==> src/rtl/strip_frame_loader.sv <==
// rtl/strip_frame_loader.sv - pixel write port, shadow buffer and tear-free front-buffer swap for the LED strip encoder
//
// Ports:
//   clk            system clock, shared with the encoder
//   rst            synchronous reset, active-high
//   px_valid       pixel write request
//   px_ready       pixel write accepted this cycle (registered)
//   px_index       LED index, 0 = LED nearest DO; values >= LENGTH are flagged and dropped
//   px_rgb         pixel word {R,G,B}, stored unmodified
//   commit         single-cycle pulse: publish the back buffer
//   commit_pending commit accepted, swap not yet done
//   sending_data   encoder busy flag (asynchronous to the swap decision, hence synchronised)
//   strip          front buffer, LED i at strip[i*24 +: 24]
//   frame_count    completed swaps, wraps at 256
//   err_index      sticky out-of-range write flag
module strip_frame_loader #(
  parameter int LENGTH = 10,
  parameter int IDX_W  = $clog2(LENGTH) + 1
) (
  input  logic                   clk,
  input  logic                   rst,
  input  logic                   px_valid,
  output logic                   px_ready,
  input  logic [IDX_W-1:0]       px_index,
  input  logic [23:0]            px_rgb,
  input  logic                   commit,
  output logic                   commit_pending,
  input  logic                   sending_data,
  output logic [LENGTH*24-1:0]   strip,
  output logic [7:0]             frame_count,
  output logic                   err_index
);

  typedef enum logic [1:0] {
    IDLE,
    PENDING,
    SWAP
  } state_t;

  state_t                 state;
  logic                   s1;
  logic                   s2;
  logic                   s3;
  logic                   no_frame_yet;
  logic [LENGTH*24-1:0]   back;
  logic                   gap_edge;
  logic                   px_accept;
  logic                   in_range;

  // Falling edge of the synchronised busy flag marks the start of the inter-frame gap.
  assign gap_edge  = s3 & ~s2;
  assign px_accept = px_valid & px_ready;
  assign in_range  = px_index < IDX_W'(LENGTH);

  always_ff @(posedge clk) begin
    if (rst) begin
      state          <= IDLE;
      px_ready       <= 1'b0;
      commit_pending <= 1'b0;
      s1             <= 1'b0;
      s2             <= 1'b0;
      s3             <= 1'b0;
      no_frame_yet   <= 1'b1;
      back           <= '0;
      strip          <= '0;
      frame_count    <= '0;
      err_index      <= 1'b0;
    end else begin
      s1 <= sending_data;
      s2 <= s1;
      s3 <= s2;

      // Once the encoder has been seen running, gaps are trusted to arrive.
      if (s2 && !s3)
        no_frame_yet <= 1'b0;

      // Out-of-range writes still complete the handshake so the producer never stalls.
      if (px_accept) begin
        if (in_range) begin
          for (int i = 0; i < LENGTH; i++) begin
            if (px_index == IDX_W'(i))
              back[i*24 +: 24] <= px_rgb;
          end
        end else begin
          err_index <= 1'b1;
        end
      end

      case (state)
        IDLE: begin
          px_ready <= 1'b1;
          if (commit) begin
            state          <= PENDING;
            px_ready       <= 1'b0;
            commit_pending <= 1'b1;
          end
        end
        PENDING: begin
          // Extra commits here are merged; the no-frame escape avoids waiting
          // forever for a gap from an encoder that has never started.
          if (gap_edge || (!s2 && no_frame_yet))
            state <= SWAP;
        end
        SWAP: begin
          // Back buffer is kept so the next frame can be edited incrementally.
          strip          <= back;
          frame_count    <= frame_count + 8'd1;
          no_frame_yet   <= 1'b0;
          commit_pending <= 1'b0;
          px_ready       <= 1'b1;
          state          <= IDLE;
        end
        default: begin
          state    <= IDLE;
          px_ready <= 1'b0;
        end
      endcase
    end
  end

endmodule
==> config.mk <==
export PLATFORM = sky130hd
export DESIGN_NAME = strip_frame_loader
export DESIGN_NICKNAME = d
export VERILOG_FILES = /design/src/rtl/strip_frame_loader.sv
export SDC_FILE = /design/constraint.sdc
export NUM_CORES = 1
export LEC_CHECK = 0
export CAP_MARGIN = 10
export CORE_MARGIN = 2
export CORE_UTILIZATION = 45
export CTS_CLUSTER_DIAMETER = 100
export DETAILED_ROUTE_END_ITERATION = 8
export PLACE_DENSITY = 0.69
export SLEW_MARGIN = 5
export SYNTH_ARGS = -nofsm -noshare
export SYNTH_HDL_FRONTEND = slang
export SYNTH_SLANG_ARGS = --single-unit
==> constraint.sdc <==
create_clock -name clk -period 3.56 [get_ports clk]
set_input_delay 0.356 -clock clk [delete_from_list [all_inputs] [get_ports clk]]
set_output_delay 0.356 -clock clk [all_outputs]
set_load 0.01 [all_outputs]
==> results by group <==
Status
  – Status: finished, final reports clean

GRT
  – GRT Total Usage: 23.95%
  – Grt ovf: 0
  – First-pass GRT wire length: 77.16 mm
  – Largest net degree at the start of global routing: 247
  – Initial antenna violation count: 3
  – Vias in the first global route: 13390

Hold path
  – Worst hold path type: in2reg
  – Beginning of the worst hold path: rst

Clocking
  – Post-CTS Hold Buffers: 0
  – Post-cts resize count: 0
  – Clock transition at path regs: 0.06 ns
  – Post-CTS Setup Bufs: 0
  – Clock Latency Late Sink: 0.58 ns
  – Maximum root-to-sink buffer count: 3
  – CTS tree: built
  – CTS Root Cell: clkbuf_16
  – Max H-tree Level: 2
  – Clock sink count: 497
  – TritonCTS Buffers: 50

Setup path
  – Critical Path Max Stage Delay: 0.75 ns
  – Crit Path Category: reg2reg
  – CP arrival: 2.63 ns
  – Crit path capture type: register
  – Launch point of the worst path: state[0]$_SDFFE_PP0P_
  – Max FO, Critical Path: 77
  – Worst reg2reg path startpoint: state[0]$_SDFFE_PP0P_
  – Startpoint Class: register
  – Slowest CP cell: nand2b_4
  – Worst-path cell chain: nand2b_4, buf_12, nand2_1, a21oi_1
  – Worst Path Required: 4.05 ns

Logic synthesis
  – Synth Area in Compound Gates: 7.131%
  – Post-Synth Adder-Cell Area: 0.06856%
  – Cells after Synth: 1954
  – Multiplexer share of the synthesized area: 13.23%
  – Ys Warns: 0
  – Largest family of logic cells by synthesized area: simple AND/OR/NAND/NOR gates
  – Synth Register Bits: 497
  – Post-synth EDFFs: 0
  – Sequential share of the synthesized area: 54.52%
  – Synth Area in Simple Gates: 20.66%
  – Post-synthesis cell area: 18250 µm²
  – Synth Area in XOR/XNOR: 0.09599%
  – Share of flip-flops with an asynchronous set or reset: 0%
  – Post-Syn Area per Cell: 9.339 µm²
  – Synth Flop Type: dfxtp_1
  – Synth cell types: 36
  – Net count after synthesis: 1989

Finish
  – Final Cell Area: 22930 µm²
  – Area grow syn2layout: 25.68%
  – Most frequent cells in the layout: dfxtp_1 (497), nand2_1 (483), clkdlybuf4s50_1 (283)
  – Total Nets Final: 2186
  – Fillers: 3526
  – Commonest non-fill, non-tap cell in the layout: dfxtp_1
  – Share of cells above drive strength 1: 5.304%

STA
  – Setup Total Neg Slack: 0 ns
  – Setup Skew: 0.01140 ns
  – Fin. max-slew vios: 0
  – Fmax: 0.4674 GHz
  – Unrepaired setup endpoints after global routing: no
  – # setup viols final: 0
  – Worst-margin pin slew: 1.155 ns
  – Fin. Hold Viols: 0
  – Min cycle time layout: 2.140 ns
  – Max-slew headroom: 23.03%
  – Final period utilization: 60.10%

Die
  – Die H: 205.4 µm
  – Initial Utilization: 45.72%
  – Core ar.: 39910 µm²
  – Io pins: 285
  – Die area: 42180 µm²
  – Die Width: 205.4 µm
  – Core Rows: 73

Placed design
  – Final weighted congestion in routability-driven placement: 0.7802
  – Detailed Place HPWL: 30.66 mm
  – Placed Area: 21290 µm²
  – Port Buf Inserts: 284

Detailed routing
  – Pre-antenna DRT Iters: 5
  – Via/cell ratio: 5.054
  – DRC: 0
  – Vias: 13720
  – DRT antenna net count: 0
  – Iteration-0 DRC Markers: 794
  – WL per Instance: 18.70 µm
  – Total Routed Length: 50.76 mm

Power
  – Worst IR Drop VDD: 329.9 µV
  – Leakage: 0.009073 µW
  – PD cells: 490.7 nW/µm²

Flow run
  – Max_cap viols: 0
## report_power, final
group	switching (µW)	internal, µW	leakage (µW)
clock network	2140	3070	0.000819
logic	323	139	0.00425
registers	12.2	5580	0.00400
## path summary, 6_finish.rpt
check | slack [ns] | depth (start not counted) | end
max | 1.42 | 4 | strip[1]$_SDFFE_PP0P_
min | 0.33 | 2 | strip[47]$_SDFFE_PP0P_
max reg2reg | 1.42 | 4 | strip[1]$_SDFFE_PP0P_
min reg2reg | 0.45 | 2 | strip[155]$_SDFFE_PP0P_
## per-layer routing
metal  share of wire [%]  global-route usage [%]  vias up
met1                  44                   31.42     6541
li1                    -                       -     6750
met5                   0                       0        -
met4                 3.5                   9.712        0
met2                  47                   38.90      345
met3                 5.5                   4.514       85
## worst max-delay path: cells and delay by family (launching register included)
kind	cells	cell delay, ns
AO/OA/AOI/OAI	1	0.16
flip-flops	1	0.55
buffers and inverters	1	0.38
AND/OR/NAND/NOR	2	0.87
## registers in the layout, indices dropped and copies added (netlist names)
| signal | count |
|---|---|
| px_ready | 1 |
| back | 240 |
| s3 | 1 |
| s1 | 1 |
| err_index | 1 |
| strip | 240 |
| state | 2 |
| no_frame_yet | 1 |
| frame_count | 8 |
| s2 | 1 |
| commit_pending | 1 |
## per-stage QoR
step	setup WS, ns	instances	total power, µW	utilization [%]	hold WS, ns
detailed placement	1.052	2624	6176	53.34	0.4291
finish	1.420	2715	11250	57.46	0.3252
global placement	1.136	2624	6173	53.34	0.4326
CTS	1.415	2712	11350	57.44	0.2967
global route	1.251	2713	11600	57.45	0.3514
floorplan	2.059	1954	5973	-	0.4138
## synthesized netlist by cell type (2+ instances only)
cell      instances  share of area [%]
a21oi_1         248                6.8
buf_1            28               0.58
buf_2            33               0.91
buf_4            10               0.41
buf_6            10               0.62
clkbuf_1         83                1.7
dfxtp_1         497                 55
inv_1             4              0.082
mux2i_1         240                 13
nand2_1         483                9.9
nand2b_1        266                9.1
nand3_1           2              0.055
nand3_2           4               0.22
nand3b_1          3               0.12
nand4_1           2              0.069
nand4b_1          3               0.14
nor2_1            7               0.14
nor2b_1           6               0.21
o21ai_0           4               0.11
o31ai_1           2              0.082
or3_1             2              0.069
or4_1             2              0.082
xnor2_1           2              0.096
## final cells by class
class / instances / area [µm²] / share of cell area (%)
Timing Repair Buffer: 309 / 3136 / 13.67
Inverter: 4 / 15.01 / 0.06547
Clock buffer: 75 / 1516 / 6.612
Antenna cell: 3 / 7.507 / 0.03273
Clock inverter: 13 / 118.9 / 0.5183
Tap cell: 525 / 656.9 / 2.864
Sequential cell: 497 / 9950 / 43.38
Multi-Input combinational cell: 1289 / 7535 / 32.85
## logic make-up after synthesis
| kind of cell | Yosys count |
|---|---|
| fa+ha+maj | 1 |
| compound gates | 257 |
| buf+inv | 168 |
| mux | 241 |
| xor+xnor | 2 |
| simple gates | 788 |
| flops | 497 |
(Power assumes the default switching activity.)
